## src/rtl/wb_pwm_fader_if.sv

```systemverilog
// Wishbone classic bus bundle between a bus master and the wb_pwm_fader register slave.
interface wb_pwm_fader_if #(
  parameter int ADDR_W = 4
);
  logic              wb_cyc_i;
  logic              wb_stb_i;
  logic              wb_we_i;
  logic [ADDR_W-1:0] wb_adr_i;
  logic [31:0]       wb_dat_i;
  logic [31:0]       wb_dat_o;
  logic              wb_ack_o;

  modport slave (
    input  wb_cyc_i, wb_stb_i, wb_we_i, wb_adr_i, wb_dat_i,
    output wb_dat_o, wb_ack_o
  );

  modport master (
    output wb_cyc_i, wb_stb_i, wb_we_i, wb_adr_i, wb_dat_i,
    input  wb_dat_o, wb_ack_o
  );
endinterface

```

## src/rtl/wb_pwm_fader.sv

```systemverilog
// Wishbone classic slave driving CHANNELS PWM outputs whose duty fades toward a programmed target.
// Define WB_PWM_FADER_READBACK_EN to make registers readable; otherwise every read returns 0.
module wb_pwm_fader #(
  parameter int CHANNELS = 3,
  parameter int WIDTH    = 8,
  parameter int ADDR_W   = 4
) (
  input  logic                clk,
  input  logic                rst,
  wb_pwm_fader_if.slave       wb,
  output logic [CHANNELS-1:0] pwm_o
);
  // Counter runs 0..2^WIDTH-2 so that a duty of all-ones stays high for the whole period.
  localparam logic [WIDTH-1:0] CNT_LAST = {{(WIDTH-1){1'b1}}, 1'b0};

  logic [1:0]          ctrl_q, ctrl_d;
  logic [15:0]         prescale_q, prescale_d;
  logic [15:0]         fade_cnt_q, fade_cnt_d;
  logic [WIDTH-1:0]    cnt_q, cnt_d;
  logic [WIDTH-1:0]    target_q [CHANNELS];
  logic [WIDTH-1:0]    target_d [CHANNELS];
  logic [WIDTH-1:0]    duty_q [CHANNELS];
  logic [WIDTH-1:0]    duty_d [CHANNELS];
  logic [CHANNELS-1:0] pwm_q, pwm_d;
  logic                ack_q, ack_d;
  logic [31:0]         dat_q, dat_d;
  logic [31:0]         rdata;

  logic req, wr, en, bypass, period_end, fade_tick;
  logic unused_dat;

  assign req        = wb.wb_cyc_i && wb.wb_stb_i && !ack_q;
  assign wr         = req && wb.wb_we_i;
  assign en         = ctrl_q[0];
  assign bypass     = ctrl_q[1];
  assign period_end = en && (cnt_q == CNT_LAST);
  assign fade_tick  = period_end && (bypass || (fade_cnt_q == prescale_q));
  assign unused_dat = ^wb.wb_dat_i[31:16];

  always_comb begin
    ctrl_d     = ctrl_q;
    prescale_d = prescale_q;
    target_d   = target_q;
    duty_d     = duty_q;
    pwm_d      = '0;
    cnt_d      = (!en || period_end) ? '0 : cnt_q + 1'b1;

    if (!en)
      fade_cnt_d = '0;
    else if (period_end)
      fade_cnt_d = fade_tick ? 16'd0 : fade_cnt_q + 16'd1;
    else
      fade_cnt_d = fade_cnt_q;

    // Duty only moves on the period-end cycle and always uses the pre-write target.
    for (int ch = 0; ch < CHANNELS; ch++) begin
      if (fade_tick) begin
        if (bypass)
          duty_d[ch] = target_q[ch];
        else if (duty_q[ch] < target_q[ch])
          duty_d[ch] = duty_q[ch] + 1'b1;
        else if (duty_q[ch] > target_q[ch])
          duty_d[ch] = duty_q[ch] - 1'b1;
      end
      pwm_d[ch] = en && (cnt_q < duty_q[ch]);
    end

    if (wr) begin
      if (wb.wb_adr_i == ADDR_W'(0))
        ctrl_d = wb.wb_dat_i[1:0];
      if (wb.wb_adr_i == ADDR_W'(1)) begin
        prescale_d = wb.wb_dat_i[15:0];
        fade_cnt_d = '0;
      end
      for (int ch = 0; ch < CHANNELS; ch++)
        if (wb.wb_adr_i == ADDR_W'(2 + ch))
          target_d[ch] = wb.wb_dat_i[WIDTH-1:0];
    end
  end

  always_comb begin
    rdata = '0;
`ifdef WB_PWM_FADER_READBACK_EN
    if (wb.wb_adr_i == ADDR_W'(0))
      rdata = {30'd0, ctrl_q};
    if (wb.wb_adr_i == ADDR_W'(1))
      rdata = {16'd0, prescale_q};
    for (int ch = 0; ch < CHANNELS; ch++) begin
      if (wb.wb_adr_i == ADDR_W'(2 + ch))
        rdata = 32'(target_q[ch]);
      if (wb.wb_adr_i == ADDR_W'(2 + CHANNELS + ch))
        rdata = 32'(duty_q[ch]);
    end
`endif
  end

  always_comb begin
    ack_d = req;
    dat_d = (req && !wb.wb_we_i) ? rdata : 32'd0;
  end

  always_ff @(posedge clk) begin
    if (rst) begin
      ctrl_q     <= '0;
      prescale_q <= '0;
      fade_cnt_q <= '0;
      cnt_q      <= '0;
      pwm_q      <= '0;
      ack_q      <= 1'b0;
      dat_q      <= '0;
      for (int ch = 0; ch < CHANNELS; ch++) begin
        target_q[ch] <= '0;
        duty_q[ch]   <= '0;
      end
    end else begin
      ctrl_q     <= ctrl_d;
      prescale_q <= prescale_d;
      fade_cnt_q <= fade_cnt_d;
      cnt_q      <= cnt_d;
      pwm_q      <= pwm_d;
      ack_q      <= ack_d;
      dat_q      <= dat_d;
      target_q   <= target_d;
      duty_q     <= duty_d;
    end
  end

  assign wb.wb_ack_o = ack_q;
  assign wb.wb_dat_o = dat_q;
  assign pwm_o       = pwm_q;
endmodule
```

## src/flat_wrapper.sv

```systemverilog
// flat-port wrapper written by rule: the top's interface ports become plain ports
module wb_pwm_fader_flat 
#(
  parameter int CHANNELS = 3,
  parameter int WIDTH    = 8,
  parameter int ADDR_W   = 4
)
  (clk, rst, pwm_o, wb_wb_cyc_i, wb_wb_stb_i, wb_wb_we_i, wb_wb_adr_i, wb_wb_dat_i, wb_wb_dat_o, wb_wb_ack_o);
  wb_pwm_fader_if #(.ADDR_W(ADDR_W)) wb_i ();
  input  logic clk;
  input  logic rst;
  output logic [CHANNELS-1:0] pwm_o;
  input wire logic [$bits(wb_i.wb_cyc_i)-1:0] wb_wb_cyc_i;
  input wire logic [$bits(wb_i.wb_stb_i)-1:0] wb_wb_stb_i;
  input wire logic [$bits(wb_i.wb_we_i)-1:0] wb_wb_we_i;
  input wire logic [$bits(wb_i.wb_adr_i)-1:0] wb_wb_adr_i;
  input wire logic [$bits(wb_i.wb_dat_i)-1:0] wb_wb_dat_i;
  output wire logic [$bits(wb_i.wb_dat_o)-1:0] wb_wb_dat_o;
  output wire logic [$bits(wb_i.wb_ack_o)-1:0] wb_wb_ack_o;
  assign wb_i.wb_cyc_i = wb_wb_cyc_i;
  assign wb_i.wb_stb_i = wb_wb_stb_i;
  assign wb_i.wb_we_i = wb_wb_we_i;
  assign wb_i.wb_adr_i = wb_wb_adr_i;
  assign wb_i.wb_dat_i = wb_wb_dat_i;
  assign wb_wb_dat_o = wb_i.wb_dat_o;
  assign wb_wb_ack_o = wb_i.wb_ack_o;
  wb_pwm_fader #(.CHANNELS(CHANNELS), .WIDTH(WIDTH), .ADDR_W(ADDR_W)) u_core (.clk(clk), .rst(rst), .wb(wb_i), .pwm_o(pwm_o));
endmodule
```

## config.mk

```make
export PLATFORM = sky130hd
export DESIGN_NAME = wb_pwm_fader_flat
export DESIGN_NICKNAME = d
export VERILOG_FILES = /design/src/rtl/wb_pwm_fader_if.sv /design/src/rtl/wb_pwm_fader.sv /design/src/flat_wrapper.sv
export SDC_FILE = /design/constraint.sdc
export NUM_CORES = 1
export LEC_CHECK = 0
export CORE_ASPECT_RATIO = 0.7
export CORE_UTILIZATION = 57
export CTS_BUF_LIST = sky130_fd_sc_hd__clkbuf_4
export DETAILED_ROUTE_END_ITERATION = 7
export HOLD_SLACK_MARGIN = 0.03
export PLACE_DENSITY = 0.82
export SLEW_MARGIN = 10
export SYNTH_ARGS = -nofsm -noshare
export SYNTH_HDL_FRONTEND = slang
export SYNTH_SLANG_ARGS = --single-unit
```

## constraint.sdc

```tcl
create_clock -name clk -period 4.1 [get_ports clk]
set_clock_uncertainty 0.15 [all_clocks]
set_input_delay 0.82 -clock clk [delete_from_list [all_inputs] [get_ports clk]]
set_output_delay 0.82 -clock clk [all_outputs]
set_load 0.05 [all_outputs]
```

==> results.sh, run 1 <==
export IMPL_synth_ff_type="dfxtp_1"
export IMPL_avgSynthCellArea_um2=8.692
export IMPL_crit_type="reg2reg"
export IMPL_start_util_pct=59.31
export IMPL_synth_top_area_cell="dfxtp_1"
export IMPL_syn_inst=712
export IMPL_yosys_area_share_simple_pct=15.65
export IMPL_fmax_mhz=275.6
export IMPL_vias_per_cell=5.611
export IMPL_clock_path_buffers=2
export IMPL_io_pins=77
export IMPL_final_cell_mix="94 x dfxtp_1, 93 x nor2_1, 69 x ha_1, 59 x inv_1, 52 x mux2i_1"
export IMPL_netlist_area_mm2=0.006188
export IMPL_numPortBuffers=28
export IMPL_clk_pin_slew_ns=0.15
export IMPL_drc_errors=0
export IMPL_synth_cell_types=45
export IMPL_p_leak_uw=0.002567
export IMPL_rsz0062_at_grt="no"
export IMPL_synth_xor_area_share_pct=8.451
export IMPL_antenna_found_initial=0
export IMPL_status="finished, final reports clean"
export IMPL_powerDensity_mw_per_mm2=231.3
export IMPL_cp_max_fo=8
export IMPL_dieArea_mm2=0.01128
export IMPL_synthMuxAreaShare_pct=9.503
export IMPL_clock_sinks=94
export IMPL_grt_start_max_net_pins=72
export IMPL_yosys_area_top_type_share_pct=30.41
export IMPL_startpoint="u_core.duty_q[9]$_SDFFE_PP0P_"
export IMPL_met1_usage_pct=33.28
export IMPL_row_count=31
export IMPL_min_delay_start="u_core.wb.wb_ack_o$_SDFF_PP0_"
export IMPL_drive_above_1_share_pct=5.270
export IMPL_r2r_start="u_core.duty_q[9]$_SDFFE_PP0P_"
export IMPL_clk_latency_ns=0.46
export IMPL_synthToLayoutAreaGrowth_pct=6.025
export IMPL_drt_iter0_markers=298
export IMPL_drv_cap=0
export IMPL_cts_resized_gates=0
export IMPL_final_max_slew_viol_count=0
export IMPL_ys_warn_count=0
export IMPL_cts_tree="built"
export IMPL_gr_usage_met3_pct=4.548
export IMPL_worst_slew_pin_slew_ns=0.9543
export IMPL_hold_depth=1
export IMPL_routedWlPerCell_um=15.78
export IMPL_grt_remaining_overflow=0
export IMPL_nNetsFinal=848
export IMPL_start_kind="flip-flop"
export IMPL_hold_path_end="u_core.wb.wb_ack_o$_SDFF_PP0_"
export IMPL_cts_buffers=9
export IMPL_grt_pass1_vias=4634
export IMPL_grt_usage_pct=25.41
export IMPL_drt_first_pass_iters=5
export IMPL_synthArstFlopShare_pct=0
export IMPL_r2r_cells=13
export IMPL_fin_crit_sh_pct=88.50
export IMPL_die_w_um=126.5
export IMPL_setup_tns_ns=0
export IMPL_post_dp_hpwl_mm=10.57
export IMPL_crit_arrival_ns=3.85
export IMPL_peakVddDrop_v=0.0001208
export IMPL_gr_usage_met2_pct=42.39
export IMPL_hold_viol_final=0
export IMPL_grt_pass1_wl_mm=22.25
export IMPL_min_path_type="reg2reg"
export IMPL_cts_htree_levels=3
export IMPL_synth_adder_area_share_pct=14.92
export IMPL_placed_cells=856
export IMPL_dpl_cell_area_mm2=0.006447
export IMPL_setup_viol=0
export IMPL_num_vias=4898
export IMPL_wl_mm=13.78
export IMPL_end_kind="flip-flop"
export IMPL_synth_edf_count=0
export IMPL_multi_input_area_mm2=0.003866
export IMPL_p_total_uw=1518
export IMPL_regArea_mm2=0.001882
export IMPL_synth_area_leaders="dfxtp_1 30%, ha_1 14%, mux2i_1 8.4%"
export IMPL_r2r_end="u_core.duty_q[15]$_SDFFE_PP0P_"
export IMPL_rrSetupSlack_ns=0.47
export IMPL_ys_seq_area_share_pct=30.41
export IMPL_core_area_mm2=0.01043
export IMPL_place_congestion=0.8599
export IMPL_design_area_mm2=0.006561
export IMPL_max_slew_margin_pct=36.03
export IMPL_die_height_um=89.18
export IMPL_post_cts_buffers=0
export IMPL_synth_ff_latch_count=94
export IMPL_final_common_cell="dfxtp_1"
export IMPL_root_buffer="clkbuf_4"
export IMPL_fin_cells=873
export IMPL_crit_required_ns=4.33
export IMPL_grt_busiest_layer="met2"
export IMPL_fin_crit_ns=3.629
export IMPL_nFillCells=826
export IMPL_synth_compound_area_share_pct=12.01
export IMPL_synth_top_family_by_area="simple AND/OR/NAND/NOR gates"
export IMPL_ctsHoldBuffers=0
export IMPL_ant_nets=0
kinds of logic (layout without fill, tap and decap cells):
group,Yosys count,in the layout
AO/OA/AOI/OAI,113,113
XOR/XNOR,55,55
adder cells (fa/ha/maj),72,72
buffers and inverters,111,108
flip-flops,94,94
multiplexers,58,58
other,1,33
AND/OR/NAND/NOR,208,208
through the flow:
step | worst slack [ns] | util, % | hold WS [ns]
2_1_floorplan | 1.052 | - | 0.2914
3_3_place_gp | 0.5983 | 61.79 | 0.2781
3_5_place_dp | 0.3794 | 61.79 | 0.3011
4_1_cts | 0.3407 | 62.86 | 0.3296
5_1_grt | 0.1502 | 62.86 | 0.3593
6_report | 0.4715 | 62.89 | 0.3290
state kept, by name, indices dropped and copies added (netlist names):
register and count:
u_core.prescale_q 16, u_core.fade_cnt_q 16, u_core.pwm_o 3, u_core.target_q 24, u_core.wb.wb_ack_o 1, u_core.ctrl_q 2, u_core.cnt_q 8, u_core.duty_q 24
how the worst max path moves through the flow:
stage	cells past startpoint	end	slack, ns
detailed placement	13	u_core.duty_q[15]$_SDFFE_PP0P_	0.38
finish	13	u_core.duty_q[15]$_SDFFE_PP0P_	0.47
global route	13	u_core.duty_q[15]$_SDFFE_PP0P_	0.15
floorplan	13	u_core.duty_q[15]$_SDFFE_PP0P_	1.05
global placement	13	u_core.duty_q[15]$_SDFFE_PP0P_	0.60
CTS	13	u_core.duty_q[15]$_SDFFE_PP0P_	0.34
where the power goes:
group	switching (uW)	leakage, uW	internal, uW	total [uW]
registers	1.88	0.000757	916	918
clock network	320	0.0000579	129	449
logic	112	0.00175	39.2	151
cells in the mapped netlist (3+ instances only):
| cell type | number |
|---|---|
| a21boi_0 | 3 |
| fa_1 | 3 |
| dfxtp_1 | 94 |
| and4b_1 | 3 |
| mux2_2 | 6 |
| a211oi_1 | 10 |
| mux2i_1 | 52 |
| nor3_2 | 3 |
| o211a_1 | 3 |
| nand3b_1 | 3 |
| clkbuf_1 | 10 |
| nand2_1 | 49 |
| o21ai_0 | 17 |
| inv_1 | 59 |
| buf_4 | 36 |
| nand3_1 | 12 |
| ha_1 | 69 |
| nand4_1 | 7 |
| xor2_1 | 29 |
| o21bai_1 | 9 |
| nor4_1 | 6 |
| o211ai_1 | 3 |
| a31o_2 | 4 |
| nor2_1 | 93 |
| buf_2 | 3 |
| nor2b_1 | 3 |
| nand2b_1 | 8 |
| a21oi_1 | 36 |
| xnor2_1 | 23 |
| a21o_1 | 12 |
| xnor3_1 | 3 |
| and4_1 | 3 |
| nor3_1 | 9 |
| a31oi_1 | 6 |
| o21a_1 | 4 |
| a211o_1 | 3 |
| and3_1 | 4 |
worst max-delay path: stages, from the launching register on:
cell	delay [ns]
dfxtp_1	0.48
ha_1	0.29
nor2b_1	0.13
o211ai_1	0.21
nand2_1	0.08
a21boi_1	0.31
inv_1	0.26
ha_1	0.44
inv_1	0.08
o21ai_0	0.26
nand2_1	0.09
o21ai_0	0.25
xnor3_1	0.27
a31o_2	0.25
final cells by class:
class / instances / share of cell area [%]
antenna: 1 / 0.03814
inverter: 59 / 3.375
clock buffer: 10 / 1.144
tap: 132 / 2.517
multi-input combinational: 538 / 58.92
timing repair buffer: 33 / 4.767
clock inverter: 6 / 0.5530
sequential: 94 / 28.68
routing by layer:
metal / share of wire [%] / up-vias
met5: 0 / -
met4: 2.0 / 0
met1: 46 / 2339
li1: - / 2407
met2: 46 / 129
met3: 5.7 / 23
Power figures use the tool's default switching activity.
==> run 2: changes to the inputs <==
--- a/config.mk
+++ b/config.mk
@@ -5,12 +5,14 @@
 export SDC_FILE = /design/constraint.sdc
 export NUM_CORES = 1
 export LEC_CHECK = 0
+export ABC_AREA = 1
 export CORE_ASPECT_RATIO = 0.7
 export CORE_UTILIZATION = 57
 export CTS_BUF_LIST = sky130_fd_sc_hd__clkbuf_4
 export DETAILED_ROUTE_END_ITERATION = 7
+export GPL_TIMING_DRIVEN = 0
 export HOLD_SLACK_MARGIN = 0.03
-export PLACE_DENSITY = 0.82
+export PLACE_DENSITY = 0.81
 export SLEW_MARGIN = 10
 export SYNTH_ARGS = -nofsm -noshare
 export SYNTH_HDL_FRONTEND = slang
==> run 2 against run 1 <==
Effect of this change: wire length up 19%; area after synthesis up 4.8%; maximum frequency up 17%; largest cell class unchanged.
==> results.sh, run 2 <==
export IMPL_status="finished, final reports clean"
export IMPL_critPathBufInv=2
export IMPL_yosys_area_top_type_share_pct=29.01
export IMPL_hold_path_end="u_core.wb.wb_ack_o$_SDFF_PP0_"
export IMPL_row_count=32
export IMPL_r2r_cells=16
export IMPL_crit_arrival_ns=3.38
export IMPL_synth_cell_types=41
export IMPL_clk_pin_slew_ns=0.18
export IMPL_drt_first_pass_iters=7
export IMPL_worst_slew_pin_slew_ns=0.7360
export IMPL_rsz0062_at_grt="no"
export IMPL_grt_pass1_vias=5599
export IMPL_path_delay_family="simple AND/OR/NAND/NOR gates"
export IMPL_r2r_end="u_core.duty_q[13]$_SDFFE_PP0P_"
export IMPL_fin_crit_ns=3.102
export IMPL_clock_sinks=94
export IMPL_ctsHoldBuffers=0
export IMPL_end_kind="flip-flop"
export IMPL_yosysMostFrequentCell="nand2_1"
export IMPL_ys_warn_count=0
export IMPL_nNetsFinal=1122
export IMPL_die_w_um=129.5
export IMPL_setup_tns_ns=0
export IMPL_synth_top_area_cell="dfxtp_1"
export IMPL_hold_depth=1
export IMPL_syn_inst=939
export IMPL_crit_path_frequent_cell="nand2_1"
export IMPL_ant_nets=0
export IMPL_synth_ff_latch_count=94
export IMPL_avgSynthCellArea_um2=6.909
export IMPL_worst_path_stages=16
export IMPL_cts_tree="built"
export IMPL_timing_hold_ws_ns=0.3199
export IMPL_largestRegisters="u_core.duty_q: 24 flops, u_core.target_q: 24 flops"
export IMPL_nFillCells=1016
export IMPL_place_congestion=0.8651
export IMPL_final_max_slew_viol_count=0
export IMPL_vias_per_cell=5.284
export IMPL_powerDensity_mw_per_mm2=231.7
export IMPL_crit_chain="inv_1 -> ha_1 -> nand2_1 -> inv_1 -> nand2_1 -> nand2_1 -> nand2_1 -> nand2_1 -> ha_1 -> nand3_1 -> nand3_1 -> a21oi_1 -> xor2_1 -> o21ai_0 -> o21ai_1 -> nor2_1"
export IMPL_num_vias=6166
export IMPL_final_cell_mix="190 x nand2_1, 145 x inv_1, 94 x a21oi_1, 94 x dfxtp_1"
export IMPL_hold_viol_final=0
export IMPL_min_delay_start="u_core.wb.wb_ack_o$_SDFF_PP0_"
export IMPL_peakVddDrop_v=0.0001526
export IMPL_crit_type="reg2reg"
export IMPL_synth_area_leaders="dfxtp_1 29%, ha_1 13%, nand2_1 11%"
export IMPL_start_kind="flip-flop"
export IMPL_post_dp_hpwl_mm=12.91
export IMPL_die_height_um=91.26
export IMPL_min_path_type="reg2reg"
export IMPL_root_buffer="clkbuf_4"
export IMPL_drive_above_1_share_pct=7.791
export IMPL_antenna_found_initial=0
export IMPL_slowest_delay_ns=0.46
export IMPL_drc_errors=0
export IMPL_slowest_stage="ha_1"
export IMPL_synthToLayoutAreaGrowth_pct=11.15
export IMPL_fmax_mhz=322.4
export IMPL_synthArstFlopShare_pct=0
export IMPL_fin_crit_sh_pct=75.66
export IMPL_numPortBuffers=28
export IMPL_clock_path_buffers=2
export IMPL_start_util_pct=58.71
export IMPL_cts_resized_gates=0
export IMPL_drv_cap=0
export IMPL_core_area_mm2=0.01105
export IMPL_post_cts_buffers=0
export IMPL_wl_mm=16.43
export IMPL_cts_htree_levels=3
export IMPL_routedWlPerCell_um=14.08
export IMPL_grt_usage_pct=29.23
export IMPL_grt_pass1_wl_mm=26.63
export IMPL_final_common_cell="nand2_1"
export IMPL_cts_buffers=9
export IMPL_max_slew_margin_pct=50.94
export IMPL_netlist_area_mm2=0.006487
export IMPL_r2r_start="u_core.target_q[11]$_SDFFE_PP0P_"
export IMPL_ys_seq_area_share_pct=29.01
export IMPL_dieArea_mm2=0.01182
export IMPL_setup_viol=0
export IMPL_io_pins=77
export IMPL_ys_top_cells_by_count="190 x nand2_1, 145 x inv_1, 94 x a21oi_1, 94 x dfxtp_1"
export IMPL_rrSetupSlack_ns=1.0
export IMPL_grt_remaining_overflow=0
export IMPL_synth_edf_count=0
export IMPL_crit_required_ns=4.37
export IMPL_synth_ff_type="dfxtp_1"
export IMPL_clk_latency_ns=0.50
export IMPL_drt_iter0_markers=487
export IMPL_cp_max_fo=12
export IMPL_n_antenna_cell=0
export IMPL_p_leak_uw=0.003435
export IMPL_grt_start_max_net_pins=19
## run 2: cell types whose count changed in the layout (fill, tap and decap cells not counted), moves of 14 or more
cell	previous run	this run
nand2_1	49	190
inv_1	59	145
a21oi_1	36	94
mux2i_1	52	0
o21ai_0	17	68
nand3_1	12	49
buf_4	5	32
nor2_1	93	69
xnor2_1	23	0
xor2_1	29	10
clkbuf_1	0	14
## run 2: metrics by stage
step / cells / util (%) / area (um2) / setup WS, ns / total power (uW)
global placement: 1151 / 64.03 / 7076 / 1.086 / 1159
finish: 1167 / 65.25 / 7211 / 0.9979 / 1671
CTS: 1167 / 65.25 / 7211 / 1.074 / 1670
global route: 1167 / 65.25 / 7211 / 0.8001 / 1730
detailed placement: 1151 / 64.03 / 7076 / 1.100 / 1162
floorplan: 970 / - / 6604 / 1.555 / 1107
## run 2: cell families (layout without fill, tap and decap cells)
kind of cell	after synthesis	count (layout)	share of synthesized area [%]
DFF	94	94	29.01
adders and majority gates	72	72	14.23
buffers and inverters	204	248	13.91
and+or+nand+nor	364	364	25.52
AOI/OAI and AO/OA	194	194	15.93
other	1	32	0.05780
xor gates and xnor gates	10	10	1.350
## run 2: how the worst max path moves through the flow
stage,start,endpoint,slack [ns]
finish,u_core.target_q[11]$_SDFFE_PP0P_,u_core.duty_q[13]$_SDFFE_PP0P_,1.0
global route,u_core.target_q[11]$_SDFFE_PP0P_,u_core.duty_q[13]$_SDFFE_PP0P_,0.80
CTS,u_core.target_q[11]$_SDFFE_PP0P_,u_core.duty_q[13]$_SDFFE_PP0P_,1.07
detailed placement,u_core.target_q[11]$_SDFFE_PP0P_,u_core.duty_q[13]$_SDFFE_PP0P_,1.10
global placement,u_core.target_q[11]$_SDFFE_PP0P_,u_core.duty_q[13]$_SDFFE_PP0P_,1.09
floorplan,u_core.target_q[3]$_SDFFE_PP0P_,u_core.duty_q[5]$_SDFFE_PP0P_,1.56
## run 2: cell type report
| class | count | area (um2) | share of cell area, % |
|---|---|---|---|
| plain buffers | 54 | 331.6 | 4.598 |
| flip-flops and latches | 94 | 1882 | 26.10 |
| multi-input cells | 672 | 3820 | 52.98 |
| clock inverters | 7 | 67.56 | 0.9370 |
| well taps | 153 | 191.4 | 2.655 |
| inverters | 150 | 570.5 | 7.913 |
| repair buffers | 28 | 280.3 | 3.887 |
| clock buffers | 9 | 67.56 | 0.9370 |
## run 2: report_power, final
group | leakage [uW] | switching (uW) | total, uW | internal (uW)
Clock | 0.0000721 | 383 | 523 | 140
Combinational | 0.00261 | 153 | 228 | 74.2
Sequential | 0.000757 | 2.16 | 920 | 918
## run 2: layer usage
| layer | track usage, % | wire [um] | up-vias | share of wire [%] |
|---|---|---|---|---|
| met3 | 5.362 | 1187 | 20 | 7.2 |
| met2 | 42.70 | 6809 | 197 | 41 |
| li1 | - | - | 3152 | - |
| met5 | 0 | 0 | - | 0 |
| met1 | 43.36 | 8214 | 2797 | 50 |
| met4 | 8.140 | 214 | 0 | 1.3 |
==> run 3: changes to the inputs <==
==> constraint.sdc (replaced) <==
create_clock -name clk -period 3.08 [get_ports clk]
set_clock_uncertainty 0.15 [all_clocks]
set_input_delay 0.616 -clock clk [delete_from_list [all_inputs] [get_ports clk]]
set_output_delay 0.616 -clock clk [all_outputs]
set_load 0.05 [all_outputs]
==> run 3 against run 2 <==
Effect of this change: hold slack improved by 0.00070 ns; global-route usage did not move; final area is 0.21% higher; non-clock buffer count unchanged; sequential cell count stayed put; die area is the same; clock power increased by 33%; final cell count did not move; core utilization increased by 0.14 points; critical path type unchanged; highest routed layer unchanged.
==> results.sh, run 3 (synthesis results as in run 2) <==
export IMPL_drive_above_1_share_pct=8.185
export IMPL_place_congestion=0.8651
export IMPL_crit_path_frequent_cell="nand2_1"
export IMPL_grt_start_max_net_pins=19
export IMPL_clk_latency_ns=0.50
export IMPL_grt_pass1_wl_mm=26.63
export IMPL_clock_path_buffers=2
export IMPL_grt_usage_pct=29.23
export IMPL_drt_iter0_markers=462
export IMPL_setup_viol=0
export IMPL_crit_chain="inv_1 -> ha_1 -> nand2_1 -> inv_1 -> nand2_1 -> nand2_1 -> nand2_1 -> nand2_2 -> ha_1 -> nand3_1 -> nand3_1 -> a21oi_1 -> xor2_1 -> o21ai_0 -> o21ai_1 -> nor2_1"
export IMPL_clk_pin_slew_ns=0.17
export IMPL_n_antenna_cell=0
export IMPL_final_max_slew_viol_count=0
export IMPL_vias_per_cell=5.281
export IMPL_design_area_mm2=0.007226
export IMPL_core_area_mm2=0.01105
export IMPL_setup_tns_ns=0
export IMPL_largestRegisters="u_core.duty_q: 24 flops, u_core.target_q: 24 flops"
export IMPL_cts_htree_levels=3
export IMPL_antenna_found_initial=0
export IMPL_start_kind="flip-flop"
export IMPL_die_height_um=91.26
export IMPL_post_cts_buffers=0
export IMPL_fmax_mhz=349.3
export IMPL_numPortBuffers=28
export IMPL_nNetsFinal=1122
export IMPL_crit_arrival_ns=3.13
export IMPL_post_dp_hpwl_mm=12.91
export IMPL_slowest_delay_ns=0.40
export IMPL_dpl_cell_area_mm2=0.007076
export IMPL_min_path_type="reg2reg"
export IMPL_crit_required_ns=3.35
export IMPL_synthToLayoutAreaGrowth_pct=11.38
export IMPL_drt_first_pass_iters=5
export IMPL_crit_type="reg2reg"
export IMPL_cts_buffers=9
export IMPL_fin_crit_ns=2.863
export IMPL_start_util_pct=58.71
export IMPL_clock_sinks=94
export IMPL_fin_crit_sh_pct=92.95
export IMPL_drc_errors=0
export IMPL_die_w_um=129.5
export IMPL_routedWlPerCell_um=14.10
export IMPL_nFillCells=1014
export IMPL_p_leak_uw=0.003436
export IMPL_worst_slew_pin_slew_ns=0.7760
export IMPL_drv_cap=0
export IMPL_io_pins=77
export IMPL_hold_viol_final=0
export IMPL_grt_remaining_overflow=0
export IMPL_row_count=32
export IMPL_root_buffer="clkbuf_4"
export IMPL_wl_mm=16.45
export IMPL_cp_max_fo=12
export IMPL_end_kind="flip-flop"
export IMPL_grt_pass1_vias=5599
export IMPL_final_cell_mix="187 x nand2_1, 145 x inv_1, 94 x a21oi_1, 94 x dfxtp_1, 69 x nor2_1"
export IMPL_ctsHoldBuffers=0
export IMPL_peakVddDrop_v=0.0002008
export IMPL_powerDensity_mw_per_mm2=308.2
export IMPL_status="finished, final reports clean"
export IMPL_slowest_stage="ha_1"
export IMPL_final_common_cell="nand2_1"
export IMPL_cts_resized_gates=0
export IMPL_max_slew_margin_pct=48.26
export IMPL_num_vias=6163
export IMPL_dieArea_mm2=0.01182
export IMPL_postLayoutCoreUtil_pct=65.39
export IMPL_ant_nets=0
export IMPL_p_total_uw=2227
export IMPL_rsz0062_at_grt="no"
export IMPL_cts_tree="built"
-- run 3: cell counts in the layout (fill, tap and decap cells not counted) --
No cell type changed its count.
-- run 3: power breakdown --
group	total, uW	switching (uW)	leakage (uW)	internal [uW]
Sequential	1220	2.90	0.000757	1220
Clock	698	511	0.0000721	187
Combinational	305	205	0.00261	99.8
-- run 3: cell type report --
cell class	count	area, um2	share of cell area [%]
buffer	54	331.6	4.589
clock buffer	9	67.56	0.9351
clock inverter	7	67.56	0.9351
inverter	150	570.5	7.896
multi-input combinational	672	3835	53.07
sequential	94	1882	26.04
tap	153	191.4	2.649
timing repair buffer	28	280.3	3.879
-- run 3: metal layers --
metal	GRT usage, %	share of wire, %	up-vias
met5	0	0	-
met1	43.36	49	2760
met4	8.140	1.3	0
met3	5.362	7.9	20
li1	-	-	3143
met2	42.70	42	240
-- run 3: worst paths after layout --
path	start	endpoint	slack, ns	depth (start not counted)
worst min register to register	u_core.wb.wb_ack_o$_SDFF_PP0_	u_core.wb.wb_ack_o$_SDFF_PP0_	0.32	1
worst min-delay path	u_core.wb.wb_ack_o$_SDFF_PP0_	u_core.wb.wb_ack_o$_SDFF_PP0_	0.32	1
worst max register to register	u_core.target_q[19]$_SDFFE_PP0P_	u_core.duty_q[21]$_SDFFE_PP0P_	0.22	16
worst max-delay path	u_core.target_q[19]$_SDFFE_PP0P_	u_core.duty_q[21]$_SDFFE_PP0P_	0.22	16
-- run 3: metrics by stage --
stage | setup WS, ns | hold slack [ns] | cells
after floorplan | 0.5350 | 0.2797 | 970
after global placement | 0.06608 | 0.2920 | 1151
after detailed placement | 0.08015 | 0.2924 | 1151
after CTS | 0.05407 | 0.3242 | 1167
after global routing | 0.003630 | 0.3490 | 1167
final | 0.2171 | 0.3206 | 1167
-- run 3: worst max-delay path: cells and delay by family (launching register included) --
family	cells	cell delay [ns]
flops	1	0.39
fa+ha+maj	2	0.69
simple gates	8	0.82
compound gates	3	0.44
xor+xnor	1	0.17
buf+inv	2	0.11
